===== src/rtl/id_fetch_buffer_pkg.sv =====
// id_fetch_buffer_pkg: shared sizes and the {pc, inst} entry type for the
// IF-to-ID fetch buffer.
package id_fetch_buffer_pkg;

    localparam int ID_FB_DEPTH  = 4;
    localparam int ID_FB_PC_W   = 32;
    localparam int ID_FB_INST_W = 32;
    localparam int ENTRY_W      = ID_FB_PC_W + ID_FB_INST_W;

    typedef struct packed {
        logic [ID_FB_PC_W-1:0]   pc;
        logic [ID_FB_INST_W-1:0] inst;
    } fb_entry_t;

endpackage


===== src/rtl/id_fetch_buffer_if.sv =====
// id_fetch_buffer_if: fetch-side and decode-side handshake of the fetch buffer.
// The slave modport is the buffer; the master modport is the IF/ID environment.
interface id_fetch_buffer_if
    import id_fetch_buffer_pkg::*;
#(
    parameter int DEPTH  = ID_FB_DEPTH,
    parameter int PC_W   = ID_FB_PC_W,
    parameter int INST_W = ID_FB_INST_W
);
    logic                       flush;
    logic                       if_valid;
    logic [PC_W-1:0]            if_pc;
    logic                       if_ready;
    logic [INST_W-1:0]          inst_sram_rdata;
    logic                       id_valid;
    logic [PC_W-1:0]            id_pc;
    logic [INST_W-1:0]          id_inst;
    logic                       id_ready;
    logic [$clog2(DEPTH+1)-1:0] count;

    modport slave (
        input  flush, if_valid, if_pc, inst_sram_rdata, id_ready,
        output if_ready, id_valid, id_pc, id_inst, count
    );

    modport master (
        output flush, if_valid, if_pc, inst_sram_rdata, id_ready,
        input  if_ready, id_valid, id_pc, id_inst, count
    );
endinterface


===== src/rtl/id_fetch_buffer_fifo.sv =====
// fb_fifo: generic DEPTH x WIDTH synchronous FIFO with clear, occupancy count
// and a combinational head. Full/empty come from the count, never from
// pointer equality. Asynchronous active-low reset.
module fb_fifo #(
    parameter int DEPTH = 4,
    parameter int WIDTH = 64
) (
    input  logic                       clk,
    input  logic                       rst,
    input  logic                       i_push,
    input  logic                       i_pop,
    input  logic                       i_clear,
    input  logic [WIDTH-1:0]           i_wdata,
    output logic [$clog2(DEPTH+1)-1:0] o_count,
    output logic [WIDTH-1:0]           o_head
);
    localparam int AW = $clog2(DEPTH);
    localparam int CW = $clog2(DEPTH+1);

    logic [WIDTH-1:0] r_mem [DEPTH];
    logic [AW-1:0]    r_wr_ptr;
    logic [AW-1:0]    r_rd_ptr;
    logic [CW-1:0]    r_count;

    // Storage, pointers and count; clear beats push/pop, pointers wrap naturally
    always_ff @(posedge clk or negedge rst) begin
        if (!rst) begin
            r_wr_ptr <= '0;
            r_rd_ptr <= '0;
            r_count  <= '0;
            for (int i = 0; i < DEPTH; i++) begin
                r_mem[i] <= '0;
            end
        end else if (i_clear) begin
            r_wr_ptr <= '0;
            r_rd_ptr <= '0;
            r_count  <= '0;
        end else begin
            if (i_push) begin
                r_mem[r_wr_ptr] <= i_wdata;
                r_wr_ptr        <= r_wr_ptr + 1'b1;
            end
            if (i_pop) begin
                r_rd_ptr <= r_rd_ptr + 1'b1;
            end
            case ({i_push, i_pop})
                2'b10:   r_count <= r_count + 1'b1;
                2'b01:   r_count <= r_count - 1'b1;
                default: r_count <= r_count;
            endcase
        end
    end

    assign o_count = r_count;
    assign o_head  = r_mem[r_rd_ptr];
endmodule


===== src/rtl/id_fetch_buffer.sv =====
// id_fetch_buffer: DEPTH-entry {pc, inst} queue between IF and decode.
// Holds credit, in-flight (pending) tracking, flush and optional bypass; the
// storage lives in fb_fifo.
// Optional feature macro: ID_FETCH_BUFFER_BYPASS_EN (empty-queue bypass, T+1).
module id_fetch_buffer
    import id_fetch_buffer_pkg::*;
#(
    parameter int DEPTH  = ID_FB_DEPTH,
    parameter int PC_W   = ID_FB_PC_W,
    parameter int INST_W = ID_FB_INST_W
) (
    input  logic              clk,
    input  logic              rst,
    id_fetch_buffer_if.slave  bus
);
    localparam int CW = $clog2(DEPTH+1);
    localparam int EW = PC_W + INST_W;

    logic            r_pend_vld;
    logic [PC_W-1:0] r_pend_pc;

    logic [CW-1:0]   w_count;
    logic [EW-1:0]   w_head;
    logic [CW:0]     w_credit;
    logic            w_ready;
    logic            w_accept;
    logic            w_resp;
    logic            w_empty;
    logic            w_push;
    logic            w_pop;

    // A slot is reserved for every in-flight fetch so its word always fits
    assign w_credit = {1'b0, w_count} + {{CW{1'b0}}, r_pend_vld};
    assign w_ready  = rst & ~bus.flush & (w_credit < (CW+1)'(DEPTH));
    assign w_accept = bus.if_valid & w_ready;
    assign w_resp   = r_pend_vld & ~bus.flush;
    assign w_empty  = (w_count == '0);
    assign w_pop    = ~w_empty & bus.id_ready;

`ifdef ID_FETCH_BUFFER_BYPASS_EN
    logic w_bypass;

    assign w_bypass     = w_empty & w_resp;
    assign w_push       = w_resp & ~(w_bypass & bus.id_ready);
    assign bus.id_valid = ~w_empty | w_bypass;
    assign bus.id_pc    = w_bypass ? r_pend_pc : w_head[EW-1:INST_W];
    assign bus.id_inst  = w_bypass ? bus.inst_sram_rdata : w_head[INST_W-1:0];
`else
    assign w_push       = w_resp;
    assign bus.id_valid = ~w_empty;
    assign bus.id_pc    = w_head[EW-1:INST_W];
    assign bus.id_inst  = w_head[INST_W-1:0];
`endif

    assign bus.if_ready = w_ready;
    assign bus.count    = w_count;

    // Pending fetch: set on accept, dropped on flush, re-armed back-to-back
    always_ff @(posedge clk or negedge rst) begin
        if (!rst) begin
            r_pend_vld <= 1'b0;
            r_pend_pc  <= '0;
        end else if (bus.flush) begin
            r_pend_vld <= 1'b0;
        end else begin
            r_pend_vld <= w_accept;
            if (w_accept) begin
                r_pend_pc <= bus.if_pc;
            end
        end
    end

    fb_fifo #(
        .DEPTH (DEPTH),
        .WIDTH (EW)
    ) u_fifo (
        .clk     (clk),
        .rst     (rst),
        .i_push  (w_push),
        .i_pop   (w_pop),
        .i_clear (bus.flush),
        .i_wdata ({r_pend_pc, bus.inst_sram_rdata}),
        .o_count (w_count),
        .o_head  (w_head)
    );
endmodule


===== src/flat_wrapper.sv =====
// flat-port wrapper written by rule: the top's interface ports become plain ports
module id_fetch_buffer_flat import id_fetch_buffer_pkg::*;
#(
    parameter int DEPTH  = ID_FB_DEPTH,
    parameter int PC_W   = ID_FB_PC_W,
    parameter int INST_W = ID_FB_INST_W
)
  (clk, rst, bus_flush, bus_if_valid, bus_if_pc, bus_inst_sram_rdata, bus_id_ready, bus_if_ready, bus_id_valid, bus_id_pc, bus_id_inst, bus_count);
  id_fetch_buffer_if #(.DEPTH(DEPTH), .PC_W(PC_W), .INST_W(INST_W)) bus_i ();
  input  logic clk;
  input  logic rst;
  input wire logic [$bits(bus_i.flush)-1:0] bus_flush;
  input wire logic [$bits(bus_i.if_valid)-1:0] bus_if_valid;
  input wire logic [$bits(bus_i.if_pc)-1:0] bus_if_pc;
  input wire logic [$bits(bus_i.inst_sram_rdata)-1:0] bus_inst_sram_rdata;
  input wire logic [$bits(bus_i.id_ready)-1:0] bus_id_ready;
  output wire logic [$bits(bus_i.if_ready)-1:0] bus_if_ready;
  output wire logic [$bits(bus_i.id_valid)-1:0] bus_id_valid;
  output wire logic [$bits(bus_i.id_pc)-1:0] bus_id_pc;
  output wire logic [$bits(bus_i.id_inst)-1:0] bus_id_inst;
  output wire logic [$bits(bus_i.count)-1:0] bus_count;
  assign bus_i.flush = bus_flush;
  assign bus_i.if_valid = bus_if_valid;
  assign bus_i.if_pc = bus_if_pc;
  assign bus_i.inst_sram_rdata = bus_inst_sram_rdata;
  assign bus_i.id_ready = bus_id_ready;
  assign bus_if_ready = bus_i.if_ready;
  assign bus_id_valid = bus_i.id_valid;
  assign bus_id_pc = bus_i.id_pc;
  assign bus_id_inst = bus_i.id_inst;
  assign bus_count = bus_i.count;
  id_fetch_buffer #(.DEPTH(DEPTH), .PC_W(PC_W), .INST_W(INST_W)) u_core (.clk(clk), .rst(rst), .bus(bus_i));
endmodule

===== config.mk =====
export PLATFORM = sky130hd
export DESIGN_NAME = id_fetch_buffer_flat
export DESIGN_NICKNAME = d
export VERILOG_FILES = /design/src/rtl/id_fetch_buffer_pkg.sv /design/src/rtl/id_fetch_buffer_if.sv /design/src/rtl/id_fetch_buffer_fifo.sv /design/src/rtl/id_fetch_buffer.sv /design/src/flat_wrapper.sv
export SDC_FILE = /design/constraint.sdc
export NUM_CORES = 1
export LEC_CHECK = 0
export BUFFER_PORTS_ARGS = -buffer_cell sky130_fd_sc_hd__buf_2
export CAP_MARGIN = 15
export CORE_MARGIN = 4
export CORE_UTILIZATION = 37
export CTS_CLUSTER_SIZE = 40
export DETAILED_ROUTE_END_ITERATION = 16
export PLACE_DENSITY = 0.62
export SYNTH_ARGS = -nofsm -noshare
export SYNTH_HDL_FRONTEND = slang
export SYNTH_SLANG_ARGS = --single-unit
export TNS_END_PERCENT = 1

===== constraint.sdc =====
create_clock -name clk -period 2.15 [get_ports clk]
set_input_delay 0.1075 -clock clk [delete_from_list [all_inputs] [get_ports clk]]
set_output_delay 0.1075 -clock clk [all_outputs]
set_load 0.01 [all_outputs]

==> results of run 1 <==
what timing repair did:
item,CTS,global route
buffers inserted,0,4
hold buffers,67,0
resized for setup,20,16
cloned,0,5
endpoints found under the hold margin,463,0
endpoints found under the setup margin,39,58
worst min path at each step:
stage	startpoint	endpoint	cells after the start
floorplan	rst	u_core.r_pend_pc[0]	0
global placement	rst	u_core.u_fifo.r_mem[43]	2
detailed placement	rst	u_core.u_fifo.r_mem[235]	2
CTS	bus_if_valid	u_core.r_pend_vld	4
global route	bus_if_valid	u_core.r_pend_vld	4
finish	bus_if_valid	u_core.r_pend_vld	4
stage by stage:
step | instances | hold slack (ps) | power (W) | area [µm²] | util (%)
4_1_cts | 1511 | 82.86 | 0.01947 | 17240 | 45.87
3_5_place_dp | 1382 | 288.1 | 0.01265 | 15220 | 40.51
2_1_floorplan | 741 | -188.1 | 0.01086 | 14040 | -
6_report | 1520 | 118.1 | 0.01971 | 17470 | 46.50
5_1_grt | 1520 | 123.3 | 0.02072 | 17470 | 46.50
3_3_place_gp | 1382 | 291.3 | 0.01255 | 15220 | 40.51
cells by family after synthesis:
family,count (synthesis)
and+or+nand+nor,24
adders and majority gates,5
DFF,296
xor gates and xnor gates,5
muxes,353
AOI/OAI and AO/OA,10
buffers and inverters,48
tightest hold or removal path, stage by stage:
cell,delay (ps)
buf_2,100
nand4_4,110
buf_4,230
inv_1,70
power by group through the flow:
stage / clock network, W / registers, W / logic (W)
CTS: 0.00644 / 0.00740 / 0.00562
detailed placement: 0 / 0.00746 / 0.00519
global placement: 0 / 0.00745 / 0.00511
floorplan: 0 / 0.00723 / 0.00363
global route: 0.00668 / 0.00757 / 0.00648
finish: 0.00625 / 0.00741 / 0.00605
cell type report:
type	count	area (µm²)	area share (%)
clock buffer	46	987.2	5.650
clock inverter	16	229.0	1.310
timing repair buffer	251	2203	12.61
inverter	3	11.26	0.06445
sequential	296	7415	42.43
tap	511	639.4	3.659
multi-input combinational	397	5988	34.27
layout by cell type (no fill, tap or decap), types with 5 or more instances in the layout:
| cell type | synthesis | routed |
|---|---|---|
| mux2_4 | 240 | 240 |
| clkbuf_8 | 0 | 7 |
| nor2_1 | 10 | 10 |
| buf_12 | 25 | 15 |
| mux2_2 | 45 | 45 |
| mux4_2 | 64 | 64 |
| bufinv_16 | 0 | 5 |
| buf_2 | 7 | 104 |
| dlygate4sd3_1 | 0 | 67 |
| dfrtp_1 | 296 | 294 |
| clkbuf_16 | 0 | 38 |
| buf_6 | 4 | 33 |
| buf_4 | 5 | 26 |
per-layer routing:
metal / up-vias / global-route usage, %
met5: - / 0
met4: 2 / 4.486
met3: 49 / 2.891
met2: 133 / 21.60
met1: 3843 / 21.36
li1: 3250 / -
registers in the layout, summed over array words and instances, names as in the netlist:
| signal | count |
|---|---|
| u_core.u_fifo.o_count | 3 |
| u_core.u_fifo.r_wr_ptr | 2 |
| u_core.u_fifo.r_rd_ptr | 2 |
| u_core.r_pend_vld | 1 |
| u_core.r_pend_pc | 32 |
| u_core.u_fifo.r_mem | 256 |
==> run_results.csv, run 1 <==
group,metric,value,unit
detailed_routing,drc,0,
sta,finalMaxSlewViolations,0,
detailed_routing,drt-met1-wl,14910,µm
floorplanning,die_h,202.8,µm
floorplanning,initial_core_util,37.35,%
global_routing,grt_pass1_vias,8191,
synth,synthAdderAreaFrac,0.4992,%
critical_path,critical_path.top_delay_family,"multiplexers",
global_routing,antenna_found_initial,1,
synth,yosys_warnings,0,
clock_network,cts_buffers,35,
critical_path,cp-startpoint,"u_core.u_fifo.r_rd_ptr[0]",
detailed_routing,wl_met3,1236,µm
global_routing,grt.overflow.total,0,
clock_network,insertion_delay,540,ps
power,ir_drop,0.0006400,V
critical_path,cp.arrival,2000,ps
clock_network,htreeDepth,2,
place,post-place-ws,217.2,ps
sta,fin_setup_tns,0,ps
sta,tightest_slew,850.5,ps
detailed_routing,avgRoutedWirePerCell,19.92,µm
sta,fin_ws,38.19,ps
critical_path,worstReg2RegStart,"u_core.u_fifo.o_count[0]",
power,swShare,27.48,%
critical_path,cp_slowest_stage_delay,570,ps
clock_network,cts_sinks,296,
critical_path,critical_path_class,"reg2out",
synth,synthMuxAreaShare,39.87,%
power,power_frac_clock,31.7,%
global_routing,grt_max_degree,155,
critical_path,cp-endpoint,"bus_id_pc[9]",
sta,relSlewSlack,43.30,%
synth,synth-seq-cells,296,
cells_and_area,nFillCells,3223,
synth,synth_area,14030,µm²
synth,synth_common_cells,"dfrtp_1, mux2_4, mux4_2, mux2_2, buf_12",
clock_network,cts_tree,"built",
floorplanning,die_x,202.8,µm
sta,finalCritPeriodShare,98.22,%
sta,grt_setup_unrepaired,"yes",
sta,setup_viol_count_final,0,
critical_path,cp.depth,4,
floorplanning,fp.coreArea,37580,µm²
detailed_routing,wl_met2,13510,µm
detailed_routing,vias_per_cell,4.788,
place,place_congestion,0.7092,
worst_hold_path,hold_path.class,"in2reg",
synth,synth_cell_type_count,35,
synth,async_flop_share,100.0,%
critical_path,r2r_cells,5,
critical_path,cpMaxStageDelayCell,"mux4_2",
global_routing,grtUsageTotal,14.45,%
sta,hold_viol_final,0,
synth,syn_inst,741,
power,p_leak,8.738,nW
floorplanning,placement_rows,71,
synth,yosys-top-cells-area,"dfrtp_1, mux2_4, mux4_2",
synth,syn_area_per_cell,18.94,µm²
detailed_routing,drt_iter0_markers,280,
synth,synth_top_cell_area_share,52.78,%
detailed_routing,firstDrtPassIters,4,
place,dp_hpwl,17540,µm
detailed_routing,ant_nets,0,
cells_and_area,nets,1058,
synth,yosysSeqAreaShare,52.78,%
detailed_routing,num_vias,7277,
synth,yosysTopAreaCell,"dfrtp_1",
cells_and_area,areaGrowthSynthToFinish,24.50,%
floorplanning,pin_count,138,
critical_path,worst-path-max-fanout,11,
run_status,outcome,"finished clean",
cells_and_area,n_antenna_cell,0,
floorplanning,die_area,41110,µm²
power,p_per_area,1128,nW/µm²
critical_path,regToRegEndpoint,"u_core.u_fifo.o_count[1]",
power,p_switching,0.005415,W
clock_network,cts_buffer_depth,3,
sta,fin_crit,2112,ps
power,power.share.sequential,37.6,%
clock_network,root_buffer,"clkbuf_16",
cells_and_area,drive_gt1_share,59.66,%
sta,skew,12.89,ps
synth,synth_most_common_cell,"dfrtp_1",
critical_path,cp_num_buf_inv,3,
detailed_routing,highest_layer,"met5",
synth,synthXorXnorAreaFrac,0.3120,%
synth,synth_top_family_by_area,"multiplexers",
job,drv_cap,0,
synth,synth_compound_area_share,0.4992,%
synth,syn_nets,815,
sta,max_freq,473.5,MHz
critical_path,ff2ff_setup_slack,200,ps
global_routing,grt_pass1_wl,47480,µm
place,port_buffers,137,
synth,synth-main-ff-cell,"dfrtp_1",
clock_network,clk_pin_slew,60,ps
detailed_routing,wl,30280,µm
power,internal-power,0.01429,W
critical_path,cp.required,2040,ps
critical_path,critPathCaptureType,"output port",
power,pwr-share-comb,30.7,%
synth,synth-edff-count,0,
critical_path,crit_chain,"buf_4 > buf_16 > mux4_2 > buf_6",
synth,synth-simple-area-share,1.453,%
critical_path,start_kind,"flip-flop",
(Power assumes the default switching activity.)
==> inputs of run 2 (changes only) <==
Settings changed: PLACE_DENSITY 0.62 to 0.6.
Clock period 2.15 ns to 2.05 ns, I/O delays scaled along.
==> run_results.csv, run 2 (synthesis gave the netlist of run 1 again) <==
group,metric,value,unit
sta,grt_setup_unrepaired,"yes",
place,place_congestion,0.7212,
global_routing,antenna_found_initial,2,
cells_and_area,utilization,46.38,%
sta,max_freq,472.1,MHz
detailed_routing,firstDrtPassIters,4,
critical_path,start_kind,"flip-flop",
critical_path,cpMaxStageDelayCell,"mux4_2",
power,p_per_area,1162,nW/µm²
cells_and_area,nets,1055,
critical_path,cp_num_buf_inv,3,
floorplanning,die_area,41110,µm²
critical_path,worst-path-max-fanout,7,
power,finalPower,0.02025,W
detailed_routing,wl,30170,µm
cells_and_area,multi_input_area,5997,µm²
critical_path,critical_path.top_delay_family,"multiplexers",
detailed_routing,ant_nets,0,
cells_and_area,top_register,"u_core.u_fifo.r_mem",
clock_network,cts_sinks,296,
floorplanning,die_h,202.8,µm
clock_network,insertion_delay,510,ps
critical_path,cp_slowest_stage_delay,530,ps
cells_and_area,final_common_cell,"dfrtp_1",
cells_and_area,n_antenna_cell,0,
power,swShare,27.57,%
clock_network,cts_tree,"built",
sta,relSlewSlack,30.18,%
power,power.share.sequential,38.5,%
critical_path,crit_chain,"buf_12 > buf_6 > mux4_2 > buf_6",
power,p_switching,0.005581,W
place,port_buffers,137,
global_routing,grt_max_degree,183,
clock_network,root_buffer,"clkbuf_16",
critical_path,cp.required,1950,ps
critical_path,critPathCaptureType,"output port",
detailed_routing,drc,0,
floorplanning,placement_rows,71,
cells_and_area,areaGrowthSynthToFinish,24.17,%
critical_path,r2r_cells,5,
run_status,violations,"setup timing",
worst_hold_path,hold_path_depth,3,
detailed_routing,num_vias,7293,
place,dp_hpwl,17970,µm
sta,setup_viol_count_final,42,
power,power_frac_clock,29.7,%
sta,finalMaxSlewViolations,0,
power,p_leak,8.703,nW
cells_and_area,drive_gt1_share,59.30,%
global_routing,grt.overflow.total,0,
clock_network,clk_pin_slew,60,ps
place,dp_cells,1382,
floorplanning,initial_core_util,37.35,%
critical_path,cp.depth,4,
power,ir_drop,0.0004850,V
sta,hold_viol_final,0,
critical_path,critical_path_class,"reg2out",
detailed_routing,avgRoutedWirePerCell,19.90,µm
sta,fin_ws,-68.25,ps
sta,finalCritPeriodShare,103.3,%
critical_path,cp_common_cell,"buf_6",
clock_network,htreeDepth,2,
run_status,outcome,"finished with violations",
detailed_routing,drt_iter0_markers,267,
cells_and_area,final_cells,1516,
job,drv_cap,0,
floorplanning,pin_count,138,
clock_network,cts_buffer_depth,3,
floorplanning,die_x,202.8,µm
cells_and_area,final-seq-area,7416,µm²
cells_and_area,largest_reg_flops,256,
global_routing,grt_pass1_vias,8216,
sta,tightest_slew,1047,ps
power,internal-power,0.01467,W
floorplanning,fp.coreArea,37580,µm²
global_routing,grt_pass1_wl,47850,µm
clock_network,cts_buffers,35,
power,pwr-share-comb,31.8,%
critical_path,cp.arrival,2020,ps
cells_and_area,nFillCells,3219,
sta,skew,13.84,ps
sta,fin_crit,2118,ps
detailed_routing,vias_per_cell,4.811,
worst_hold_path,hold_path.class,"in2reg",
global_routing,grtUsageTotal,14.54,%
cells_and_area,final_cell_mix,"dfrtp_1, mux2_4, buf_2",
==> run 2: cell count changes in the layout (fill, tap and decap cells not counted), moves of 4 or more <==
cell       delta
buf_4         -5
clkbuf_1      +4
bufinv_16     -5
buf_6         +8
buf_2         -7
inv_6         -4
==> run 2: worst paths after layout <==
| kind | slack [ps] | start | end |
|---|---|---|---|
| max | -70 | u_core.u_fifo.r_rd_ptr[0] | bus_id_inst[6] |
| min | 40 | bus_id_ready | u_core.u_fifo.o_count[2] |
| max reg2reg | 110 | u_core.u_fifo.o_count[0] | u_core.u_fifo.o_count[1] |
| min reg2reg | 500 | u_core.u_fifo.r_mem[134] | u_core.u_fifo.r_mem[134] |
| max in group asynchronous | 710 | rst | u_core.u_fifo.r_mem[80] |
| min in group asynchronous | 110 | rst | u_core.u_fifo.r_mem[174] |
==> run 2: final cells by class <==
class	count	share of cell area [%]
multi-input combinational	397	34.41
clock buffer	54	6.196
timing repair buffer	248	12.89
sequential	296	42.55
inverter	3	0.06462
clock inverter	7	0.2154
tap	511	3.669
==> run 2: timing repair <==
| action | 4_1_cts | 5_1_grt |
|---|---|---|
| gates cloned | 0 | 4 |
| hold endpoints to repair | 462 | 0 |
| gates resized for setup | 31 | 13 |
| buffers inserted | 2 | 1 |
| hold buffers | 66 | 0 |
| endpoints found under the setup margin | 62 | 63 |
==> run 2: stage by stage <==
| stage | area [µm²] | worst slack, ps | setup TNS [ps] | hold WS [ps] |
|---|---|---|---|---|
| floorplan | 14050 | 26.91 | 0 | -193.1 |
| global placement | 15260 | 110.8 | 0 | -84.97 |
| detailed placement | 15260 | 99.04 | 0 | -83.45 |
| CTS | 17240 | -129.8 | -4607 | 7.325 |
| global route | 17430 | -124.5 | -5126 | 30.87 |
| finish | 17430 | -68.25 | -1943 | 35.04 |
==> run 2: layer usage <==
layer  up-vias  GRT usage, %  routed length (µm)
met4         4         3.322                 498
li1       3226             -                   -
met5         -             0                  21
met3        42         3.099                1191
met1      3894         21.34               14800
met2       127         22.38               13660
==> run 2: tightest hold or removal path: stages <==
cell	delay (ps)
buf_2	180
a31oi_1	100
o311a_1	130
==> run 2: power groups by stage <==
| stage | logic, W | clock network [W] | registers (W) |
|---|---|---|---|
| floorplan | 0.00382 | 0 | 0.00759 |
| CTS | 0.00613 | 0.00620 | 0.00781 |
| finish | 0.00644 | 0.00602 | 0.00779 |
| detailed placement | 0.00547 | 0 | 0.00788 |
| global route | 0.00688 | 0.00645 | 0.00795 |
| global placement | 0.00538 | 0 | 0.00788 |
